===== src/rtl/wb_stage.sv =====
// Write-back stage: one-entry commit register between the memory stage and the
// register-file write port. Optional retired-instruction counter under WB_RETIRE_CNT_EN.
module wb_stage #(
    parameter int BITSIZE = 32
) (
    input  logic               clk,
    input  logic               rstn_i,
    input  logic               valid_i,
    output logic               ack_o,
    input  logic [BITSIZE-1:0] instr_i,
    input  logic [BITSIZE-1:0] data_i,
    input  logic               rf_ready_i,
    output logic               rf_we_o,
    output logic [4:0]         rf_addr_o,
    output logic [BITSIZE-1:0] rf_data_o,
    output logic               fwd_valid_o,
    output logic [4:0]         fwd_rd_o,
    output logic [BITSIZE-1:0] fwd_data_o,
    output logic [63:0]        retired_o
);

    typedef enum logic [6:0] {
        OP_LOAD   = 7'b0000011,
        OP_IMM    = 7'b0010011,
        OP_REG    = 7'b0110011,
        OP_LUI    = 7'b0110111,
        OP_AUIPC  = 7'b0010111,
        OP_JAL    = 7'b1101111,
        OP_JALR   = 7'b1100111,
        OP_STORE  = 7'b0100011,
        OP_BRANCH = 7'b1100011,
        OP_FENCE  = 7'b0001111,
        OP_SYSTEM = 7'b1110011
    } opcode_e;

    typedef enum logic [2:0] {
        F3_LB  = 3'b000,
        F3_LH  = 3'b001,
        F3_LW  = 3'b010,
        F3_LBU = 3'b100,
        F3_LHU = 3'b101
    } load_f3_e;

    typedef struct packed {
        logic               valid;
        logic               we;
        logic [4:0]         rd;
        logic [BITSIZE-1:0] data;
    } wb_entry_t;

    wb_entry_t          wb_q;
    logic               commit;
    logic               accept;
    logic               we_dec;
    logic [BITSIZE-1:0] ext_data;
    logic [6:0]         opcode;
    logic [2:0]         funct3;
    logic [4:0]         rd_in;

    assign opcode = instr_i[6:0];
    assign funct3 = instr_i[14:12];
    assign rd_in  = instr_i[11:7];

    // Immediate and source-register fields play no part in write-back.
    logic unused_instr_bits;
    assign unused_instr_bits = ^instr_i[BITSIZE-1:15];

    // Gating with rstn_i keeps ack_o low while the register is held in reset.
    assign commit = wb_q.valid & rf_ready_i;
    assign accept = rstn_i & valid_i & (~wb_q.valid | commit);
    assign ack_o  = accept;

    // NOTE: every combinational output gets a default first so no path leaves it unassigned (no latch).
    always_comb begin
        we_dec = 1'b0;
        case (opcode_e'(opcode))
            OP_LOAD, OP_IMM, OP_REG, OP_LUI,
            OP_AUIPC, OP_JAL, OP_JALR:          we_dec = 1'b1;
            OP_STORE, OP_BRANCH, OP_FENCE,
            OP_SYSTEM:                          we_dec = 1'b0;
            default:                            we_dec = 1'b0;
        endcase
        if (rd_in == 5'd0) begin
            we_dec = 1'b0;
        end
    end

    // Loads arrive right-aligned; only the sub-word forms need extension.
    always_comb begin
        ext_data = data_i;
        if (opcode == OP_LOAD) begin
            case (load_f3_e'(funct3))
                F3_LB:   ext_data = {{(BITSIZE-8){data_i[7]}}, data_i[7:0]};
                F3_LH:   ext_data = {{(BITSIZE-16){data_i[15]}}, data_i[15:0]};
                F3_LW:   ext_data = data_i;
                F3_LBU:  ext_data = {{(BITSIZE-8){1'b0}}, data_i[7:0]};
                F3_LHU:  ext_data = {{(BITSIZE-16){1'b0}}, data_i[15:0]};
                default: ext_data = data_i;
            endcase
        end
    end

    // NOTE: state is updated with non-blocking assignments so every flop samples pre-edge values.
    always_ff @(posedge clk or negedge rstn_i) begin
        if (!rstn_i) begin
            wb_q <= '0;
        end else if (accept) begin
            wb_q <= '{valid: 1'b1, we: we_dec, rd: rd_in, data: ext_data};
        end else if (commit) begin
            wb_q.valid <= 1'b0;
        end
    end

    assign rf_we_o     = wb_q.valid & wb_q.we;
    assign rf_addr_o   = wb_q.rd;
    assign rf_data_o   = wb_q.data;
    assign fwd_valid_o = rf_we_o;
    assign fwd_rd_o    = wb_q.rd;
    assign fwd_data_o  = wb_q.data;

`ifdef WB_RETIRE_CNT_EN
    logic [63:0] retire_cnt_q;

    // Wraps naturally from all-ones to zero.
    always_ff @(posedge clk or negedge rstn_i) begin
        if (!rstn_i) begin
            retire_cnt_q <= '0;
        end else if (commit) begin
            retire_cnt_q <= retire_cnt_q + 64'd1;
        end
    end

    assign retired_o = retire_cnt_q;
`else
    assign retired_o = 64'h0;
`endif

endmodule


===== config.mk =====
export PLATFORM = sky130hd
export DESIGN_NAME = wb_stage
export DESIGN_NICKNAME = d
export VERILOG_FILES = /design/src/rtl/wb_stage.sv
export SDC_FILE = /design/constraint.sdc
export NUM_CORES = 1
export LEC_CHECK = 0
export BUFFER_PORTS_ARGS = -buffer_cell sky130_fd_sc_hd__buf_2
export CAP_MARGIN = 10
export CORE_AREA = 2 2 107 109
export CTS_CLUSTER_DIAMETER = 30
export DETAILED_ROUTE_END_ITERATION = 7
export DIE_AREA = 0 0 109 111
export HOLD_SLACK_MARGIN = 0.05
export PLACE_DENSITY_LB_ADDON = 0.25
export SLEW_MARGIN = 10
export SYNTH_ARGS = -nofsm -noshare
export SYNTH_HDL_FRONTEND = slang
export SYNTH_SLANG_ARGS = --single-unit

===== constraint.sdc =====
create_clock -name clk -period 2.13 [get_ports clk]
set_clock_uncertainty 0.2 [all_clocks]
set_input_delay 0.1065 -clock clk [delete_from_list [all_inputs] [get_ports clk]]
set_output_delay 0.1065 -clock clk [all_outputs]
set_load 0.02 [all_outputs]

Yosys cells after proc, flatten, opt, wreduce, memory -nomap -nowiden
Index checks and enable logic that the tools add are counted.
{"block": "word_totals", "elab_cells": 30, "in_bits": 68, "out_inout_bits": 141, "register_bits": 39}
{"block": "op_classes", "n_bitwise": 6, "n_reduce_logical": 4, "n_eq_ne": 10, "muxes": 6}
{"cell": "$pmux W32 S4", "n": 1}
{"cell": "$mux W32", "n": 1}
{"cell": "$eq A7 B5 Y1 const B", "n": 2}
{"cell": "$eq A7 B6 Y1 const B", "n": 2}
{"cell": "$eq A7 B7 Y1 const B", "n": 2}
{"cell": "$eq A7 B2 Y1 const B", "n": 1}
{"cell": "$reduce_or A7 Y1", "n": 1}
{"cell": "$eq A3 B3 Y1 const B", "n": 2}
{"cell": "$logic_not A5 Y1", "n": 1}
{"cell": "$and A1 B1 Y1", "n": 4}
{"cell": "$mux W1", "n": 4}
{"cell": "$eq A3 B1 Y1 const B", "n": 1}
{"cell": "$logic_not A3 Y1", "n": 1}
{"cell": "$reduce_bool A2 Y1", "n": 1}
{"cell": "$not A1 Y1", "n": 1}
{"cell": "$or A1 B1 Y1", "n": 1}

Logic depth before layout (Yosys ltp)
{"block": "logic_depth", "depth_word": 4, "ltp_mapped": 7, "depth_no_buf": 5}

Worst setup path before layout
No wires, ideal clock.
{"block": "synth_path", "path_type": "register to register", "from": "reg wb_q[38] (netlist bit)", "to": "reg wb_q (netlist bit fwd_data_o[22])", "setup_time_ns": 0.126, "n_path_buf": 2, "arrival_ns": 1.270, "path_slack_ns": 0.534, "stages_incl_launch_ff": 8, "period_less_slack_ns": 1.596, "t_required_ns": 1.804, "path_cell_list": "dfrtp_1 -> nand2b_4 -> nand3_4 -> inv_2 -> and2_4 -> buf_6 -> buf_8 -> a221o_1"}
{"block": "synth_between", "elab_chain_len": 3, "word_cells_on_any_way": 4, "classes_between": "bitwise: 4"}
{"item": "start, declared", "line_no": "51", "source": "wb_entry_t wb_q;"}
{"item": "start signal, assigned", "line_no": "108", "source": "wb_q <= '{valid: 1'b1, we: we_dec, rd: rd_in, data: ext_data};"}
{"item": "$and A1 B1 Y1 or $not A1 Y1 (tied branches)", "line_no": "69, 70"}
{"item": "$or A1 B1 Y1 *", "line_no": "70", "source": "assign accept = rstn_i & valid_i & (~wb_q.valid | commit);"}
{"item": "$and A1 B1 Y1 *", "line_no": "70"}
Mark *: on every way between the ends. The rest lies on a longest branch, timed or not.
A chain may end at the register's enable or synchronous reset.

Final worst setup path
{"block": "layout_path", "from": "in rstn_i", "to": "out ack_o"}
{"block": "layout_between", "elab_chain_len": 2}
{"item": "start, declared", "line_no": "7", "source": "input logic rstn_i,"}
{"item": "$and A1 B1 Y1 (2 in series)", "line_no": "70"}
{"item": "end, declared", "line_no": "9", "source": "output logic ack_o,"}
Every way passes these cells.

==> results by group <==
CTS
  • Clock transition time at the flip-flop clock pins of the worst setup and hold paths: 0.06 ns
  • CTS HTree Levels: 2
  • Clock latency on the worst-skew pair: 0.28 ns
  • TritonCTS clock tree: built
  • Setup Fix Bufs, Post-CTS: 0
  • Buffers from clock root to sink, at most: 2
  • CTS Sinks: 39
  • Root Buffer: sky130_fd_sc_hd__clkbuf_16
  • Number of buffers created by CTS: 5

STA
  • Fmax: 520 MHz
  • Final hold vios: 0
  • Period Utilization, post-route: 90.3%
  • Finish-stage setup viols: 0
  • Slew at the pin closest to its max-slew limit: 0.596 ns
  • Final sum of negative setup slack: 0 ns
  • Final count of pins violating max slew: 0
  • Worst relative slew slack: 59.9%
  • Final period demand of the worst path: 1.92 ns
  • Setup repair after global routing missed its margin: false

Die
  • Area of the core region: 11100 µm²
  • Chip Height: 111 µm
  • Effective utilization at floorplan: 24.4%
  • Horizontal die dimension: 109 µm
  • Row count: 39
  • Count of pins on the block boundary: 209
  • Full die area: 12100 µm²

Logic synthesis
  • Synth top area share: 38.6%
  • Sequential element share of the synthesized area: 36.1%
  • Summed instance area of the synthesized netlist: 2700 µm²
  • Post-synthesis average cell area: 9.82 µm²
  • Total of flip-flops plus latches after synthesis: 39
  • Number of library cell types mapped by synthesis: 30
  • Largest cells by area after synthesis: sky130_fd_sc_hd__buf_4, sky130_fd_sc_hd__dfrtp_1, sky130_fd_sc_hd__a221o_1
  • Number of warnings printed during yosys synthesis: 0
  • Post-synth top area cell: sky130_fd_sc_hd__buf_4
  • Instance count of the mapped netlist: 275

Global routing
  • First-pass GRT wire length: 8650 µm
  • Grt ovf: 0
  • Largest net degree at the start of global routing: 41
  • Initial antenna violation count: 0
  • Overall fraction of global-route tracks in use: 9.48%
  • Vias in the first global route: 1713

Finish
  • Register area: 976 µm²
  • Number of non-filler instances in the completed layout: 514
  • Utilization of the core after routing: 29.7%
  • Fraction of layout cells with a size suffix above 1: 41.5%
  • Number of nets at the end of the flow: 438
  • Area delta synth->final: 21.6%
  • Count of filler cells inserted in the layout: 1159
  • Highest-count cells in the layout ignoring fill and taps: sky130_fd_sc_hd__buf_2, sky130_fd_sc_hd__conb_1, sky130_fd_sc_hd__nand2_1
  • Footprint of the multi-input gates: 857 µm²
  • Cell area after layout: 3280 µm²
  • Most common library cell in the layout ignoring fill and taps: sky130_fd_sc_hd__buf_2
  • N_diodes: 0

Worst setup path
  • Worst reg-to-reg path cell count: 4
  • Buffers & Inverters on Critical Path: 5
  • Worst flop-to-flop path endpoint: fwd_data_o[14]
  • Cell family with most CP delay: buffers and inverters
  • Cell with the largest stage delay on the worst path: sky130_fd_sc_hd__dlygate4sd3_1
  • R2r startpoint: wb_q[38]
  • Crit path launch type: input pin
  • Worst reg-to-reg setup slack: 0.28 ns
  • Data required time at the worst endpoint: 1.82 ns
  • Largest stage delay, worst path: 0.52 ns
  • Top cell by count, worst path: sky130_fd_sc_hd__buf_2
  • Largest fanout on the critical path: 17
  • Type of the setup path with the least slack: in2out
  • Kind of end point of the critical path: output pin
  • Critical Path, Cell by Cell: dlygate4sd3_1 -> buf_2 -> nand3_4 -> inv_2 -> buf_4 -> buf_2
  • Worst EP arrival: 1.62 ns

Placement
  • Port buffer count: 127
  • Post-DP HPWL: 4150 µm
  • Instance area after placement: 2680 µm²
  • Weighted congestion reported at the end of routability-driven placement: 0.691
  • Placed Cells incl. Taps: 465

Drt
  • Met2 Routed Length: 2850 µm
  • Routed length per placed instance: 11.5 µm
  • Initial drt markers: 98
  • DRC: 0
  • Metal3 WL: 571 µm
  • Max Used Layer: met4
  • Post-detailed-route count of antenna-violating nets: 0
  • Final wirelength: 5910 µm
  • Ratio of routed vias to standard cells: 3.71
  • Length of routed wiring on met1: 2410 µm
  • Vias after detailed routing: 1908
  • DRT Pass-1 Iters: 6

Min path
  • Worst hold path type: in2reg
  • Min-Delay Startpoint: instr_i[1]
  • Hold Path Depth: 4
  • End point of the worst hold path: wb_q[37]

Flow run
  • Max-cap viol count: 0

Power and ir drop
  • Pwr/cell area: 856 nW/µm²
  • Worst vdd rail ir drop: 0.345 mV
  • P_leak: 1.80 nW

Status
  • Status: complete, no violations
worst reg2reg max path, delay by kind of cell (launching register included):
family | cells | cell delay (ns)
AO/OA/AOI/OAI | 1 | 0.20
AND/OR/NAND/NOR | 3 | 0.98
flip-flops | 1 | 0.40
worst max-delay path by stage:
stage               startpoint              to  slack [ns]  depth (start not counted)
floorplan             wb_q[38]  fwd_data_o[22]        0.53                          7
global placement      wb_q[38]  fwd_data_o[14]        0.20                          4
detailed placement    wb_q[38]  fwd_data_o[11]        0.22                          4
CTS                     rstn_i        wb_q[38]        0.12                          6
global route            rstn_i           ack_o        0.10                          6
finish                  rstn_i           ack_o        0.21                          6
cell usage after synthesis:
cell                        number
sky130_fd_sc_hd__buf_4         139
sky130_fd_sc_hd__nand2b_4        1
sky130_fd_sc_hd__nor2_4          2
sky130_fd_sc_hd__a221o_1        18
sky130_fd_sc_hd__inv_2           1
sky130_fd_sc_hd__a21oi_1         2
sky130_fd_sc_hd__nand4b_4        1
sky130_fd_sc_hd__and2_4          1
sky130_fd_sc_hd__o21ai_0         1
sky130_fd_sc_hd__nor2_1          1
sky130_fd_sc_hd__a22o_1          1
sky130_fd_sc_hd__dfrtp_1        39
sky130_fd_sc_hd__buf_2           1
sky130_fd_sc_hd__buf_6           2
sky130_fd_sc_hd__nand4b_1        1
sky130_fd_sc_hd__buf_1           2
sky130_fd_sc_hd__clkbuf_1        2
sky130_fd_sc_hd__o21a_1          1
sky130_fd_sc_hd__nand2_1        43
sky130_fd_sc_hd__and2_1          1
sky130_fd_sc_hd__nor2_2          1
sky130_fd_sc_hd__nor4_4          1
sky130_fd_sc_hd__conb_1          1
sky130_fd_sc_hd__a221o_2         6
sky130_fd_sc_hd__nor3_1          1
sky130_fd_sc_hd__buf_8           1
sky130_fd_sc_hd__nand3_4         1
sky130_fd_sc_hd__o2111ai_1       1
sky130_fd_sc_hd__nor4b_4         1
sky130_fd_sc_hd__nand2b_1        1
state kept, by name, indices dropped and copies added (netlist names):
signal / flops
fwd_data_o: 32
fwd_rd_o: 5
wb_q: 2
stage by stage:
stage	setup slack, ns	power, mW	hold slack [ns]
3_3_place_gp	0.199	1.81	0.104
6_report	0.207	2.81	0.0778
2_1_floorplan	0.534	1.89	-0.389
4_1_cts	0.125	2.86	0.0645
5_1_grt	0.105	2.99	0.0957
3_5_place_dp	0.220	1.81	0.108
cell type report:
class	instances	share of cell area (%)
Inverter	1	0.114
Timing Repair Buffer	172	32.9
Clock buffer	6	3.92
Clock inverter	2	1.83
Sequential cell	39	29.7
Tap cell	143	5.45
Multi-Input combinational cell	151	26.1
logic make-up (layout without fill, tap and decap cells):
group	Yosys count	after routing	share of synthesized area (%)
other cells	1	64	0.139
flops	39	39	36.1
buf+inv	148	181	40.9
compound gates	30	30	10.7
simple gates	57	57	12.2
metal layers:
metal  global-route usage, %  vias up
li1                        -      902
met1                    10.7      868
met2                    17.2      131
met3                    2.00        7
met4                    3.33        0
met5                       0        -
report_power, final:
| group | total (mW) | internal, mW | switching (mW) |
|---|---|---|---|
| Combinational | 0.910 | 0.325 | 0.584 |
| Clock | 0.964 | 0.672 | 0.292 |
| Sequential | 0.939 | 0.854 | 0.0847 |
| Total | 2.81 | 1.85 | 0.961 |
timing repair:
| item | CTS | global route |
|---|---|---|
| hold endpoints to repair | 78 | 0 |
| hold buffers | 41 | 0 |
| resized for setup | 0 | 1 |
| setup endpoints to repair | 0 | 1 |
Note: power is estimated with default switching activity, not from simulation.
